File: src/rtl/jtag_pkg.sv
// Shared TAP state encoding, DR selection codes and the 1149.1 next-state function.
package jtag_pkg;

    typedef enum logic [3:0] {
        TLR     = 4'hF,
        RTI     = 4'hC,
        SELDR   = 4'h7,
        CAPDR   = 4'h6,
        SHDR    = 4'h2,
        EX1DR   = 4'h1,
        PAUSEDR = 4'h3,
        EX2DR   = 4'h0,
        UPDDR   = 4'h5,
        SELIR   = 4'h4,
        CAPIR   = 4'hE,
        SHIR    = 4'hA,
        EX1IR   = 4'h9,
        PAUSEIR = 4'hB,
        EX2IR   = 4'h8,
        UPDIR   = 4'hD
    } tap_state_t;

    typedef enum logic [1:0] {
        DR_BYPASS,
        DR_IDCODE,
        DR_USERCODE,
        DR_USER
    } dr_sel_t;

    function automatic tap_state_t tap_next(input tap_state_t s, input logic tms);
        case (s)
            TLR:     tap_next = tms ? TLR   : RTI;
            RTI:     tap_next = tms ? SELDR : RTI;
            SELDR:   tap_next = tms ? SELIR : CAPDR;
            CAPDR:   tap_next = tms ? EX1DR : SHDR;
            SHDR:    tap_next = tms ? EX1DR : SHDR;
            EX1DR:   tap_next = tms ? UPDDR : PAUSEDR;
            PAUSEDR: tap_next = tms ? EX2DR : PAUSEDR;
            EX2DR:   tap_next = tms ? UPDDR : SHDR;
            UPDDR:   tap_next = tms ? SELDR : RTI;
            SELIR:   tap_next = tms ? TLR   : CAPIR;
            CAPIR:   tap_next = tms ? EX1IR : SHIR;
            SHIR:    tap_next = tms ? EX1IR : SHIR;
            EX1IR:   tap_next = tms ? UPDIR : PAUSEIR;
            PAUSEIR: tap_next = tms ? EX2IR : PAUSEIR;
            EX2IR:   tap_next = tms ? UPDIR : SHIR;
            UPDIR:   tap_next = tms ? SELDR : RTI;
            default: tap_next = TLR;
        endcase
    endfunction

endpackage

File: src/rtl/jtag_pin_sync.sv
// Brings the JTAG pins into the CLK domain: 2-FF synchronisers plus a TCK edge
// detector producing single-CLK rise/fall pulses aligned with the synced TMS/TDI.
module jtag_pin_sync (
    input  logic CLK,
    input  logic RST,
    input  logic tck_pin,
    input  logic tms_pin,
    input  logic tdi_pin,
    output logic rise,
    output logic fall,
    output logic tms,
    output logic tdi
);

    logic [1:0] tck_sync;
    logic [1:0] tms_sync;
    logic [1:0] tdi_sync;
    logic       tck_prev;

    always_ff @(posedge CLK) begin
        if (RST) begin
            tck_sync <= '0;
            tms_sync <= '0;
            tdi_sync <= '0;
            tck_prev <= 1'b0;
        end else begin
            tck_sync <= {tck_sync[0], tck_pin};
            tms_sync <= {tms_sync[0], tms_pin};
            tdi_sync <= {tdi_sync[0], tdi_pin};
            tck_prev <= tck_sync[1];
        end
    end

    assign rise = tck_sync[1] & ~tck_prev;
    assign fall = ~tck_sync[1] & tck_prev;
    assign tms  = tms_sync[1];
    assign tdi  = tdi_sync[1];

endmodule

File: src/rtl/jtag_tap_responder.sv
// JTAG TAP target: oversampled TAP FSM, IR, BYPASS/IDCODE DRs and a user-DR strobe port.
// Define JTAG_TAP_USERCODE_EN to give OP_USERCODE its own 32-bit USERCODE register.
//
//  state   | meaning
//  TLR     | test-logic-reset, IR forced to OP_IDCODE
//  RTI     | run-test/idle
//  SELDR   | select DR column
//  CAPDR   | capture selected DR on next TCK rise
//  SHDR    | shift selected DR, TDO driven
//  EX1DR   | exit-1 DR
//  PAUSEDR | pause DR shift
//  EX2DR   | exit-2 DR
//  UPDDR   | update DR (user strobe only)
//  SELIR   | select IR column
//  CAPIR   | capture 0..01 into IR shift reg
//  SHIR    | shift IR, TDO driven
//  EX1IR   | exit-1 IR
//  PAUSEIR | pause IR shift
//  EX2IR   | exit-2 IR
//  UPDIR   | IR loaded from IR shift reg
module jtag_tap_responder
    import jtag_pkg::*;
#(
    parameter int                 IR_LEN      = 4,
    parameter logic [31:0]        IDCODE      = 32'h0150203F,
    parameter logic [IR_LEN-1:0]  OP_IDCODE   = IR_LEN'(1),
    parameter logic [IR_LEN-1:0]  OP_USERCODE = IR_LEN'(2),
    parameter logic [31:0]        USERCODE    = 32'h00000000
) (
    input  logic              CLK,
    input  logic              RST,
    input  logic              TCK,
    input  logic              TMS,
    input  logic              TDI,
    output logic              TDO,
    output logic              TDO_OE,
    output logic [3:0]        STATE,
    output logic [IR_LEN-1:0] IR,
    output logic              DR_CAPTURE,
    output logic              DR_SHIFT,
    output logic              DR_UPDATE,
    output logic              DR_TDI,
    input  logic              DR_TDO
);

`ifdef JTAG_TAP_USERCODE_EN
    localparam bit USERCODE_EN = 1'b1;
`else
    localparam bit USERCODE_EN = 1'b0;
`endif

    logic              rise;
    logic              fall;
    logic              tms_s;
    logic              tdi_s;
    tap_state_t        state;
    tap_state_t        state_d;
    dr_sel_t           dr_sel;
    logic              is_user;
    logic [IR_LEN-1:0] ir;
    logic [IR_LEN-1:0] ir_sr;
    logic [31:0]       dr_sr;
    logic              byp_sr;
    logic              tdo_d;

    jtag_pin_sync u_sync (
        .CLK     (CLK),
        .RST     (RST),
        .tck_pin (TCK),
        .tms_pin (TMS),
        .tdi_pin (TDI),
        .rise    (rise),
        .fall    (fall),
        .tms     (tms_s),
        .tdi     (tdi_s)
    );

    always_ff @(posedge CLK) begin
        if (RST) begin
            state <= TLR;
        end else if (rise) begin
            state <= state_d;
        end
    end

    always_comb begin
        state_d = tap_next(state, tms_s);
        dr_sel  = DR_USER;
        if (ir == OP_IDCODE) begin
            dr_sel = DR_IDCODE;
        end else if (&ir) begin
            dr_sel = DR_BYPASS;
        end else if (USERCODE_EN && (ir == OP_USERCODE)) begin
            dr_sel = DR_USERCODE;
        end
        is_user = (dr_sel == DR_USER);
    end

    // The IR column must present the IR shift reg regardless of the active instruction.
    always_comb begin
        tdo_d = 1'b0;
        if (state inside {CAPIR, SHIR, EX1IR, PAUSEIR, EX2IR, UPDIR}) begin
            tdo_d = ir_sr[0];
        end else begin
            case (dr_sel)
                DR_IDCODE, DR_USERCODE: tdo_d = dr_sr[0];
                DR_BYPASS:              tdo_d = byp_sr;
                default:                tdo_d = DR_TDO;
            endcase
        end
    end

    always_ff @(posedge CLK) begin
        if (RST) begin
            ir         <= OP_IDCODE;
            ir_sr      <= '0;
            dr_sr      <= '0;
            byp_sr     <= 1'b0;
            TDO        <= 1'b0;
            TDO_OE     <= 1'b0;
            DR_CAPTURE <= 1'b0;
            DR_SHIFT   <= 1'b0;
            DR_UPDATE  <= 1'b0;
            DR_TDI     <= 1'b0;
        end else begin
            DR_CAPTURE <= 1'b0;
            DR_SHIFT   <= 1'b0;
            DR_UPDATE  <= 1'b0;
            if (rise) begin
                case (state)
                    CAPIR: ir_sr <= IR_LEN'(1);
                    SHIR:  ir_sr <= {tdi_s, ir_sr[IR_LEN-1:1]};
                    CAPDR: begin
                        dr_sr      <= (dr_sel == DR_USERCODE) ? USERCODE : IDCODE;
                        byp_sr     <= 1'b0;
                        DR_CAPTURE <= is_user;
                    end
                    SHDR: begin
                        dr_sr    <= {tdi_s, dr_sr[31:1]};
                        byp_sr   <= tdi_s;
                        DR_SHIFT <= is_user;
                        DR_TDI   <= tdi_s;
                    end
                    default: ;
                endcase
                if (state_d == UPDIR) begin
                    ir <= ir_sr;
                end else if (state_d == TLR) begin
                    ir <= OP_IDCODE;
                end
                DR_UPDATE <= (state_d == UPDDR) && is_user;
            end
            if (fall) begin
                TDO    <= tdo_d;
                TDO_OE <= (state == SHDR) || (state == SHIR);
            end
        end
    end

    assign STATE = state;
    assign IR    = ir;

endmodule

File: config.mk
export PLATFORM = sky130hd
export DESIGN_NAME = jtag_tap_responder
export DESIGN_NICKNAME = d
export VERILOG_FILES = /design/src/rtl/jtag_pkg.sv /design/src/rtl/jtag_pin_sync.sv /design/src/rtl/jtag_tap_responder.sv
export SDC_FILE = /design/constraint.sdc
export NUM_CORES = 1
export LEC_CHECK = 0
export CAP_MARGIN = 20
export CORE_UTILIZATION = 35
export CTS_CLUSTER_SIZE = 28
export DETAILED_ROUTE_END_ITERATION = 10
export GPL_TIMING_DRIVEN = 0
export SETUP_SLACK_MARGIN = 0.3
export SLEW_MARGIN = 30
export SYNTH_ARGS = -nofsm -noshare
export SYNTH_HDL_FRONTEND = slang
export SYNTH_HIERARCHICAL = 1
export SYNTH_SLANG_ARGS = --single-unit
File: constraint.sdc
create_clock -name CLK -period 2.6 [get_ports CLK]
set_input_delay 0.26 -clock CLK [delete_from_list [all_inputs] [get_ports CLK]]
set_output_delay 0.26 -clock CLK [all_outputs]
set_load 0.05 [all_outputs]
==> flow_metrics.py, run 1 <==
metrics = {
    "global_routing": {
        "grt_pass1_wl_um": 7530,
        "grtUsageTotal": 0.158,
        "gr-total-overflow": 0,
        "grt_antenna_before_repair": 0,
        "grt_pass1_vias": 1557,
        "grt_max_degree": 11,
    },
    "layout": {
        "fillers": 569,
        "fin_nets": 261,
        "final_layout_size_suffix_gt1_frac": 0.108,
        "area_growth_pct": 23.8,
        "fin_util": 0.451,
        "antenna_cells": 0,
        "final_area_mm2": 0.00267,
    },
    "yosys": {
        "synth_ff_type": "dfxtp_1",
        "syn_area_mm2": 0.00216,
        "netlist_top_cells_area": "dfxtp_1 (53%), a22o_1 (9.3%), nor2_1 (4.0%)",
        "ys_async_sr_fraction": 0,
        "yosys-top-cells-count": "dfxtp_1 (57), a22o_1 (23), nor2_1 (23)",
        "synth-seq-area-share": 0.529,
        "synth-edff-count": 0,
        "yosys.area.top_type": "dfxtp_1",
        "synth_top_area_frac": 0.529,
        "ys_warn_count": 6,
        "synth_fp_nets": 231,
        "avgSynthCellArea_um2": 9.59,
        "synthCells": 225,
        "yosysMostFrequentCell": "dfxtp_1",
        "yosys_register_bits": 57,
        "synthDistinctLibCells": 35,
    },
    "drt": {
        "wire_per_inst_um": 13.7,
        "detail_route.iter0.violations": 135,
        "drc": 0,
        "antenna_left": 0,
        "routed_via_density": 5.05,
        "drt_wl_total_um": 4590,
        "drt_first_pass_iters": 4,
        "vias": 1691,
    },
    "clock_tree": {
        "clockBufferDepth": 2,
        "cts_inserted_buffers": 9,
        "clk_latency_ns": 0.34,
        "clock-root-buffer": "clkbuf_8",
        "cts_resized": 0,
        "htreeDepth": 3,
        "postCtsHoldBufs": 0,
        "cts_tree": "done",
        "cts.sinks": 57,
        "clk_pin_slew_ns": 0.07,
        "post_cts_buffers": 0,
    },
    "die": {
        "die_h_um": 80.5,
        "die_area_mm2": 0.00648,
        "rows": 28,
        "dieWidth_um": 80.5,
        "floorplan.initialDensity": 0.365,
        "core_region_area_mm2": 0.00592,
        "ios": 20,
    },
    "power_and_ir_drop": {
        "ir_drop_v": 0.000288,
        "intPower_mw": 1.51,
        "p_leak_nw": 0.995,
        "powerDensity_mw_per_mm2": 724,
        "swShare": 0.218,
        "p_comb_frac": 0.054,
        "pwr-share-seq": 0.459,
        "power_mw": 1.93,
        "clkPwrFrac": 0.487,
        "p_sw_mw": 0.422,
    },
    "setup_path": {
        "slowest_stage": "clkdlybuf4s50_1",
        "cp-start-kind": "flop",
        "critPathBufInv": 1,
        "setup.worst_path.end_class": "output pin",
        "cp_max_fo": 9,
        "critPathMaxStageDelay_ns": 0.86,
        "worstPathRequired_ns": 2.34,
        "path_delay_family": "buffers and inverters",
        "arrival_ns": 1.69,
        "crit_chain": "clkdlybuf4s50_1",
        "crit_type": "flop to output pin",
    },
    "run": {
        "drv_cap": 0,
    },
    "timing": {
        "tightest_slew_ns": 0.584,
        "final_hold_viol_count": 0,
        "max_freq_mhz": 513,
        "setup_viol": 0,
        "fin_skew_ns": 0.00977,
        "fin_ws_ns": 0.653,
        "fin_crit_sh": 0.749,
        "slew_headroom": 0.610,
        "rsz0062_at_grt": "no",
        "finalMaxSlewViolations": 0,
        "final.setup.tns_ns": 0,
        "period_minus_slack_ns": 1.95,
    },
    "placement": {
        "gp_congestion": 0.795,
        "dp_hpwl_um": 2970,
        "port_buffers": 19,
        "dpl_cell_area_mm2": 0.00244,
        "dp_slack_ns": 0.444,
    },
    "hold_path": {
        "hold_path.class": "flop to flop",
    },
    "outcome": {
        "outcome": "completed",
    },
}
per-stage QoR:
stage	hold slack, ns	cells
2_1_floorplan	0.332	225
6_report	0.440	335
3_5_place_dp	0.427	319
4_1_cts	0.443	335
3_3_place_gp	0.421	319
5_1_grt	0.470	335
metal layers:
layer | track usage | routed length (µm) | up-vias | share of wire
li1 | - | - | 867 | -
met1 | 0.217 | 2400 | 790 | 0.52
met2 | 0.212 | 1960 | 28 | 0.43
met3 | 0.0443 | 150 | 6 | 0.033
met4 | 0.102 | 81 | 0 | 0.018
met5 | 0 | 0 | - | 0
flip-flops by register name, summed over array words and instances, names as in the netlist:
signal and count:
TDO 1, DR_SHIFT 1, ir_sr 4, dr_sr 32, DR_CAPTURE 1, STATE 4
u_sync/tdi_sync 2, TDO_OE 1, u_sync/tck_sync 2, DR_TDI 1, IR 4, DR_UPDATE 1
u_sync/tms_sync 2, u_sync/tck_prev 1
worst paths after layout:
check	end	startpoint	slack, ns	cells past startpoint
min	u_sync/tms_sync[1]$_SDFF_PP0_	u_sync/tms_sync[0]$_SDFF_PP0_	0.44	1
min reg2reg	u_sync/tms_sync[1]$_SDFF_PP0_	u_sync/tms_sync[0]$_SDFF_PP0_	0.44	1
max	STATE[3]	STATE[3]$_SDFFE_PP1P_	0.65	1
max reg2reg	dr_sr[21]$_SDFFE_PP0P_	u_sync/tck_sync[1]$_SDFF_PP0_	0.80	6
power by group through the flow:
stage / registers [mW] / logic (mW) / clock network [mW]
floorplan: 0.919 / 0.0575 / 0
global placement: 0.908 / 0.103 / 0
detailed placement: 0.908 / 0.104 / 0
CTS: 0.888 / 0.104 / 0.956
global route: 0.889 / 0.113 / 1.00
finish: 0.888 / 0.105 / 0.941
cells in the final DEF, fill, tap and decap left out, types with 3 or more instances in the layout:
cell / n
nor2b_1: 12
a211oi_1: 11
nand2_1: 15
nor2_1: 23
o21ai_0: 5
a21oi_1: 12
clkbuf_8: 11
clkdlybuf4s50_1: 19
buf_2: 3
inv_1: 6
dfxtp_1: 57
nand3_1: 4
a22o_1: 23
nand3b_1: 4
nor3_1: 5
clkbuf_1: 13
nand2b_1: 5
cell families after synthesis:
| family | share of synthesized area |
|---|---|
| flops | 0.529 |
| compound gates | 0.209 |
| buf+inv | 0.0487 |
| mux | 0.00464 |
| simple gates | 0.209 |
area by class of cell:
| cell class | count | area, µm² | area share |
|---|---|---|---|
| buffer | 17 | 82.6 | 0.0309 |
| clock buffer | 12 | 155 | 0.0581 |
| clock inverter | 4 | 75.1 | 0.0281 |
| inverter | 6 | 22.5 | 0.00843 |
| multi-input combinational | 145 | 912 | 0.341 |
| sequential | 57 | 1140 | 0.427 |
| tap | 75 | 93.8 | 0.0351 |
| timing repair buffer | 19 | 190 | 0.0712 |
Note: power is estimated with default switching activity, not from simulation.
==> run 2, diff against run 1 <==
clock period = 1.7 ns   (was 2.6 ns; I/O delays follow)
==> run 2 against run 1 <==
Sequential power up 52%; sequential cell count unchanged; highest routed layer unchanged; critical path type is now flop to flop; combinational power up 110%; register-to-register slack worse by 0.62 ns; critical endpoint is now IR[1]$_SDFFE_PP0P_; hold slack worse by 0.24 ns; cell count up 4.2%; largest power group is now sequential cells.
==> flow_metrics.py, run 2 (synthesis gave the netlist of run 1 again) <==
metrics = {
    "outcome": {
        "outcome": "completed",
    },
    "die": {
        "dieWidth_um": 80.5,
        "floorplan.initialDensity": 0.365,
        "ios": 20,
        "core_region_area_mm2": 0.00592,
        "die_area_mm2": 0.00648,
        "rows": 28,
        "die_h_um": 80.5,
    },
    "setup_path": {
        "setup.worst_path.end_class": "flop",
        "crit_type": "flop to flop",
        "arrival_ns": 1.75,
        "slowest_stage": "or3b_4",
        "crit_chain": "buf_6 -> clkbuf_16 -> or3b_4 -> a21oi_2 -> a311oi_2 -> a31o_2",
        "worstPathRequired_ns": 1.93,
        "cp_max_fo": 4,
        "cp-start-kind": "flop",
        "critPathMaxStageDelay_ns": 0.36,
    },
    "run": {
        "drv_cap": 0,
    },
    "timing": {
        "fin_ws_ns": 0.177,
        "fin_crit_sh": 0.896,
        "final_hold_viol_count": 0,
        "setup_viol": 0,
        "tightest_slew_ns": 0.524,
        "finalMaxSlewViolations": 0,
        "slew_headroom": 0.652,
        "fin_skew_ns": 0.00982,
        "rsz0062_at_grt": "yes",
        "max_freq_mhz": 657,
        "period_minus_slack_ns": 1.52,
    },
    "clock_tree": {
        "clock-root-buffer": "clkbuf_8",
        "clk_latency_ns": 0.33,
        "cts.sinks": 57,
        "htreeDepth": 3,
        "cts_tree": "done",
        "clockBufferDepth": 2,
        "postCtsHoldBufs": 0,
        "cts_inserted_buffers": 9,
        "clk_pin_slew_ns": 0.07,
    },
    "global_routing": {
        "gr-total-overflow": 0,
        "grtUsageTotal": 0.166,
        "grt_pass1_vias": 1635,
        "grt_max_degree": 11,
        "grt_pass1_wl_um": 8020,
        "grt_antenna_before_repair": 0,
    },
    "drt": {
        "antenna_left": 0,
        "drt_first_pass_iters": 4,
        "routed_via_density": 5.21,
        "drc": 0,
        "vias": 1817,
        "detail_route.iter0.violations": 127,
        "drt_wl_total_um": 4850,
        "wire_per_inst_um": 13.9,
    },
    "layout": {
        "final_layout_size_suffix_gt1_frac": 0.328,
        "largest_reg_flops": 32,
        "final_area_mm2": 0.00297,
        "fin_nets": 275,
        "area_growth_pct": 37.6,
        "antenna_cells": 0,
        "stdcell_count": 349,
        "final_cell_mix": "dfxtp_1 (50), a22o_1 (23), nor2_1 (23)",
        "layout_commonest_cell": "dfxtp_1",
        "regMostFlops": "dr_sr",
    },
    "placement": {
        "dpl_cell_area_mm2": 0.00249,
        "placed_cells": 319,
        "gp_congestion": 0.812,
        "dp_hpwl_um": 2930,
        "port_buffers": 19,
        "dp_slack_ns": -0.331,
    },
    "power_and_ir_drop": {
        "ir_drop_v": 0.000435,
        "powerDensity_mw_per_mm2": 969,
        "p_leak_nw": 1.20,
        "power_mw": 2.88,
    },
    "hold_path": {
        "hold_path.class": "input pin to flop",
    },
}
run 2: path summary, 6_finish.rpt:
kind                                 startpoint                       endpoint  slack, ns  cells past startpoint
setup / recovery          STATE[0]$_SDFFE_PP1P_             IR[1]$_SDFFE_PP0P_       0.18                      6
hold / removal                              RST  u_sync/tck_sync[1]$_SDFF_PP0_       0.20                      2
setup reg to reg          STATE[0]$_SDFFE_PP1P_             IR[1]$_SDFFE_PP0P_       0.18                      6
hold reg to reg   u_sync/tck_sync[0]$_SDFF_PP0_  u_sync/tck_sync[1]$_SDFF_PP0_       0.43                      1
run 2: worst max-delay path: cells and delay by family, from the launching register on:
| family | cells | cell delay, ns |
|---|---|---|
| DFF | 1 | 0.35 |
| and+or+nand+nor | 1 | 0.36 |
| buffers and inverters | 2 | 0.26 |
| AOI/OAI and AO/OA | 3 | 0.46 |
run 2: area by class of cell:
type / instances / area (µm²)
timing repair buffer: 33 / 288
sequential: 57 / 1160
multi-input combinational: 145 / 1050
buffer: 17 / 148
tap: 75 / 93.8
fill: 547 / 2950
clock inverter: 2 / 35.0
inverter: 6 / 22.5
clock buffer: 14 / 173
run 2: power breakdown:
group	switching (mW)	total, mW	internal (mW)
logic	0.125	0.221	0.0958
registers	0.00916	1.35	1.34
clock network	0.507	1.30	0.796
total	0.641	2.88	2.24
run 2: per-stage QoR:
stage / hold slack [ns] / utilization / setup TNS [ns]
after floorplan: 0.242 / - / 0
after global placement: 0.418 / 0.421 / -12.58
after detailed placement: 0.420 / 0.421 / -12.09
after CTS: 0.379 / 0.492 / 0
after global routing: 0.221 / 0.501 / 0
final: 0.201 / 0.501 / 0
run 2: layer usage:
| metal | track usage | up-vias | routed length (µm) |
|---|---|---|---|
| li1 | - | 896 | - |
| met1 | 0.238 | 875 | 2480 |
| met2 | 0.225 | 38 | 2080 |
| met3 | 0.0375 | 8 | 199 |
| met4 | 0.0964 | 0 | 84 |
| met5 | 0 | - | 0 |
run 2: what timing repair did:
action                                  in CTS  in global routing
endpoints found under the hold margin        0                  0
buffers inserted                             8                  4
cloned                                       2                  0
endpoints found under the setup margin      61                 52
pin swaps                                   27                 12
gates resized for setup                     63                 30
